`src/rtl/reg_writeback_arbiter.sv`:
```
// Register-file write-port driver: ALU results take the port unconditionally and
// load results wait in a small FIFO. Loads that an ALU write overtakes (WAW) are dropped.
module reg_writeback_arbiter #(
  parameter int unsigned DW       = 8,
  parameter int unsigned AW       = 3,
  parameter int unsigned LQ_DEPTH = 2
) (
  input  logic                  clk,
  input  logic                  rst_n,
  input  logic                  alu_valid,
  input  logic [AW-1:0]         alu_reg,
  input  logic [DW-1:0]         alu_data,
  input  logic                  ld_valid,
  output logic                  ld_ready,
  input  logic [AW-1:0]         ld_reg,
  input  logic [DW-1:0]         ld_data,
  output logic                  regWrite,
  output logic [AW-1:0]         writeReg,
  output logic [DW-1:0]         writeData,
  output logic [(1<<AW)-1:0]    pend_mask,
  output logic [7:0]            kill_cnt,
  output logic                  idle
);

  localparam int unsigned PW = $clog2(LQ_DEPTH);
  localparam int unsigned CW = $clog2(LQ_DEPTH + 1);
  localparam int unsigned NR = 1 << AW;

  logic [LQ_DEPTH-1:0] live_q, live_d;
  logic [AW-1:0]       reg_q  [LQ_DEPTH];
  logic [AW-1:0]       reg_d  [LQ_DEPTH];
  logic [DW-1:0]       data_q [LQ_DEPTH];
  logic [DW-1:0]       data_d [LQ_DEPTH];
  logic [PW-1:0]       wr_ptr_q, wr_ptr_d, rd_ptr_q, rd_ptr_d;
  logic [CW-1:0]       cnt_q, cnt_d;
  logic                we_q, we_d;
  logic [AW-1:0]       wreg_q, wreg_d;
  logic [DW-1:0]       wdata_q, wdata_d;
  logic [NR-1:0]       pend_q, pend_d;
  logic [7:0]          kill_q, kill_d;
  logic                ready_q, ready_d;
  logic                idle_q, idle_d;
  logic                push, pop, present;
  logic [CW-1:0]       kill_n;
  logic [8:0]          kill_sum;

  // Selection, WAW kill and queue update. Slots outside the live window always
  // hold live=0, so the kill and pending scans need no occupancy check.
  always_comb begin
    live_d   = live_q;
    reg_d    = reg_q;
    data_d   = data_q;
    wr_ptr_d = wr_ptr_q;
    rd_ptr_d = rd_ptr_q;
    we_d     = 1'b0;
    wreg_d   = wreg_q;
    wdata_d  = wdata_q;
    kill_n   = '0;
    pend_d   = '0;
    push     = ld_valid & ready_q;
    present  = (cnt_q != '0);
    pop      = ~alu_valid & present;

    for (int i = 0; i < LQ_DEPTH; i++) begin
      if (alu_valid && live_q[i] && (reg_q[i] == alu_reg)) begin
        live_d[i] = 1'b0;
        kill_n    = kill_n + CW'(1);
      end
    end

    if (alu_valid) begin
      we_d    = 1'b1;
      wreg_d  = alu_reg;
      wdata_d = alu_data;
    end else if (present) begin
      if (live_q[rd_ptr_q]) begin
        we_d    = 1'b1;
        wreg_d  = reg_q[rd_ptr_q];
        wdata_d = data_q[rd_ptr_q];
      end
      live_d[rd_ptr_q] = 1'b0;
      rd_ptr_d         = rd_ptr_q + PW'(1);
    end

    // The accepted load is younger than this cycle's ALU result, so it is written after the kill scan.
    if (push) begin
      live_d[wr_ptr_q] = 1'b1;
      reg_d[wr_ptr_q]  = ld_reg;
      data_d[wr_ptr_q] = ld_data;
      wr_ptr_d         = wr_ptr_q + PW'(1);
    end

    cnt_d    = cnt_q + CW'(push) - CW'(pop);
    kill_sum = {1'b0, kill_q} + 9'(kill_n);
    kill_d   = kill_sum[8] ? 8'hFF : kill_sum[7:0];
    ready_d  = (cnt_d != CW'(LQ_DEPTH));
    idle_d   = (cnt_d == '0) & ~we_d;

    for (int i = 0; i < LQ_DEPTH; i++) begin
      if (live_d[i]) pend_d[reg_d[i]] = 1'b1;
    end
  end

  always_ff @(posedge clk or negedge rst_n) begin
    if (!rst_n) begin
      live_q   <= '0;
      wr_ptr_q <= '0;
      rd_ptr_q <= '0;
      cnt_q    <= '0;
      we_q     <= 1'b0;
      wreg_q   <= '0;
      wdata_q  <= '0;
      pend_q   <= '0;
      kill_q   <= '0;
      ready_q  <= 1'b1;
      idle_q   <= 1'b1;
      for (int i = 0; i < LQ_DEPTH; i++) begin
        reg_q[i]  <= '0;
        data_q[i] <= '0;
      end
    end else begin
      live_q   <= live_d;
      wr_ptr_q <= wr_ptr_d;
      rd_ptr_q <= rd_ptr_d;
      cnt_q    <= cnt_d;
      we_q     <= we_d;
      wreg_q   <= wreg_d;
      wdata_q  <= wdata_d;
      pend_q   <= pend_d;
      kill_q   <= kill_d;
      ready_q  <= ready_d;
      idle_q   <= idle_d;
      for (int i = 0; i < LQ_DEPTH; i++) begin
        reg_q[i]  <= reg_d[i];
        data_q[i] <= data_d[i];
      end
    end
  end

  assign ld_ready  = ready_q;
  assign regWrite  = we_q;
  assign writeReg  = wreg_q;
  assign writeData = wdata_q;
  assign pend_mask = pend_q;
  assign kill_cnt  = kill_q;
  assign idle      = idle_q;

endmodule

```
`config.mk`:
```
export PLATFORM = sky130hd
export DESIGN_NAME = reg_writeback_arbiter
export DESIGN_NICKNAME = d
export VERILOG_FILES = /design/src/rtl/reg_writeback_arbiter.sv
export SDC_FILE = /design/constraint.sdc
export NUM_CORES = 1
export LEC_CHECK = 0
export CELL_PAD_IN_SITES_DETAIL_PLACEMENT = 0
export CELL_PAD_IN_SITES_GLOBAL_PLACEMENT = 1
export CORE_MARGIN = 5
export CORE_UTILIZATION = 40
export CTS_CLUSTER_DIAMETER = 120
export DETAILED_ROUTE_END_ITERATION = 8
export GPL_ROUTABILITY_DRIVEN = 0
export PLACE_DENSITY = 0.82
export SLEW_MARGIN = 25
export SYNTH_ARGS = -nofsm -noshare
export SYNTH_HDL_FRONTEND = slang
export SYNTH_SLANG_ARGS = --single-unit
```
`constraint.sdc`:
```
create_clock -name clk -period 2.9 [get_ports clk]
set_input_delay 0.58 -clock clk [delete_from_list [all_inputs] [get_ports clk]]
set_output_delay 0.58 -clock clk [all_outputs]
set_load 0.02 [all_outputs]
```
==> run_results.csv <==
group,metric,value,unit
cts,cts_inserted_buffers,9,
yosys,synthCells,228,
yosys,yosysUniqueCellTypes,36,
detailed_routing,avgViaCountPerCell,5.03,
detailed_routing,drtIter0Drc,41,
setup_path,worst-path-buf-inv,2,
floorplan,core.rowCount,30,
setup_path,worst_setup_path_start_kind,"primary input",
grt,grt_first_pass_wirelength,9650,µm
yosys,yosysTopAreaCell,"dfrtp_1",
detailed_routing,ant_nets,0,
yosys,synth_area_leaders,"dfrtp_1 52%, mux2_2 12%, mux2i_1 5.9%",
placed_design,place_inst,371,
placed_design,hpwl,4170,µm
floorplan,dieHeight,92.1,µm
finish,fin_cells,387,
sta,worstMarginPinSlew,0.694,ns
cts,cts.sinks,58,
cts,insertion_delay,0.33,ns
sta,slew_viol_final,0,
sta,fmax,0.361,GHz
grt,antenna_found_initial,0,
setup_path,worstPathArrival,2.98,ns
detailed_routing,routedWlPerCell,14.9,µm
detailed_routing,finalWirelength,5780,µm
yosys,netlist_area,0.00270,mm²
setup_path,critPathTopFamily,"simple AND/OR/NAND/NOR gates",
setup_path,slowest_stage,"or4_4",
sta,grt_setup_unrepaired,"false",
sta,fin_crit_sh,95.4,%
sta,finalSetupViolations,0,
yosys,synth_warnings,0,
grt,grt_pass1_vias,2010,
pwr,leakage,1.65,nW
cts,cts_resized,0,
floorplan,core_area,0.00668,mm²
detailed_routing,top_layer,"met4",
finish,n_antenna_cell,0,
yosys,syn_nets,260,
detailed_routing,wl_met2,2740,µm
setup_path,cp.required,3.11,ns
grt,gr-usage-all-layers,14.6,%
sta,skew,0.0108,ns
finish,fin_nets,334,
yosys,ys_seq_elements,58,
grt,grt-ovfl-total,0,
cts,cts_tree,"built",
cts,clock_path_buffers,2,
floorplan,io-pin-count,56,
sta,relSlewSlack,53.7,%
floorplan,dieArea,0.00849,mm²
cts,post_cts_buffers,0,
floorplan,initial_core_util,40.4,%
sta,hold_viol,0,
setup_path,critical_path.most_common_cell,"ha_1",
setup_path,cp_max_fo,2,
min_path,hp-class,"in2async",
yosys,syn_avg_cell_area,11.8,µm²
setup_path,crit_path_end_kind,"register",
yosys,seq_area_frac_synth,53.9,%
yosys,yosysMostFrequentCell,"dfrtp_1",
setup_path,critPathKind,"in2reg",
pwr,ir_worst_vdd,0.516,mV
cts,holdBufCountCts,0,
yosys,synth_ff_type,"dfrtp_1",
floorplan,die_x,92.1,µm
sta,worst_hold_slack,0.242,ns
job,drv_cap,0,
finish,syn2layout_area_growth,33.9,%
finish,drive_above_1_share,22.8,%
yosys,synth_edf_count,0,
sta,setup_tns,0,ns
yosys,synth_top_area_share,51.9,%
setup_path,max_stage_delay,0.53,ns
placed_design,port_buffers,55,
detailed_routing,drtPass1Iterations,4,
cts,root_buffer,"clkbuf_8",
detailed_routing,dr_total_vias,1945,
outcome,status,"completed",
detailed_routing,wl_met1,2730,µm
yosys,ys_top_cells_by_count,"56 x dfrtp_1, 32 x nand2_1, 28 x mux2_2",
pwr,power_density,1070,mW/mm²
detailed_routing,drc,0,
cts,path_clk_slew,0.07,ns
grt,grt_max_degree,45,
sta,fin_crit,2.77,ns
detailed_routing,wl_met3,195,µm
setup_path,crit_chain,"clkdlybuf4s50_1 > xor2_1 > or4_4 > inv_1 > ha_1 > ha_1 > a21oi_1 > nor2_1 > nand3_1 > mux2_2",
cts,h-tree-depth,3,
yosys,async_reset_ff_share,100,%
==> where the power goes <==
| part | switching [mW] | total, mW | internal (mW) |
|---|---|---|---|
| Sequential | 0.263 | 1.43 | 1.17 |
| Clock | 0.303 | 0.722 | 0.418 |
| Combinational | 0.814 | 1.71 | 0.894 |
==> worst paths after layout <==
kind	start	to	slack (ns)	cells past startpoint
setup / recovery	alu_reg[2]	kill_cnt[7]	0.13	10
hold / removal	rst_n	data_q[2]	0.24	1
setup reg to reg	reg_q[2]	kill_cnt[7]	0.43	9
hold reg to reg	wr_ptr_q	wr_ptr_q	0.50	2
max in group asynchronous	rst_n	kill_cnt[1]	2.12	2
min in group clk	wr_ptr_q	wr_ptr_q	0.50	2
==> cells by family (layout without fill, tap and decap cells) <==
logic type	after synthesis	count (layout)	synth area share, %
simple gates	56	56	9.83
flops	58	58	53.9
compound gates	33	33	8.48
mux	44	44	17.6
buf+inv	19	98	3.25
xor+xnor	12	12	3.89
fa+ha+maj	6	6	3.06
==> area by class of cell <==
type	count	area, µm²
Clock buffer	13	149
Clock inverter	3	40.0
Fill cell	613	3070
Inverter	11	41.3
Multi-Input combinational cell	151	1160
Sequential cell	58	1450
Tap cell	80	100
Timing Repair Buffer	71	668
==> flip-flops by register name, summed over array words and instances (netlist names) <==
register and cells:
writeData 8, rd_ptr_q 1, idle 1, writeReg 3, kill_cnt 8, data_q 16, cnt_q 2, ld_ready 1
live_q 2, regWrite 1, pend_mask 8, wr_ptr_q 1, reg_q 6
==> cell usage in the layout, fill, tap and decap left out, drive strengths merged, types with 2 or more instances in the layout <==
cell,netlist,layout
a21oi,2,2
nor2b,2,2
nor2,6,6
clkbuf,2,13
buf,6,17
nand2b,3,3
xnor2,4,4
dfstp,2,2
a31oi,4,4
or2,2,2
clkinv,0,2
inv,11,11
o22ai,8,8
mux2i,16,16
nand3,4,4
mux2,28,28
clkdlybuf4s50,0,54
o21ai,14,14
ha,5,5
nand2,32,32
dfrtp,56,56
xor2,8,8
==> layer usage <==
metal	vias up	global-route usage [%]
li1	937	-
met1	959	18.7
met2	40	23.2
met3	9	3.04
met4	0	7.80
met5	-	0
==> metrics by stage <==
| step | power [mW] | utilization, % | setup slack, ns | cell area, µm² |
|---|---|---|---|---|
| floorplan | 2.56 | - | 0.211 | 2700 |
| global placement | 3.13 | 51.2 | -0.188 | 3420 |
| detailed placement | 3.16 | 51.2 | -0.239 | 3420 |
| CTS | 3.90 | 54.0 | 0.104 | 3610 |
| global route | 4.12 | 54.1 | 0.000436 | 3610 |
| finish | 3.86 | 54.1 | 0.132 | 3610 |
==> worst register-to-register path: cells and delay by family, from the launching register on <==
kind,cells,cell delay (ns)
DFF,1,0.41
AOI/OAI and AO/OA,1,0.23
muxes,1,0.33
xor gates and xnor gates,1,0.15
and+or+nand+nor,3,0.72
adders and majority gates,2,0.43
buffers and inverters,1,0.08
No activity file was read; power rests on OpenSTA's default activity.
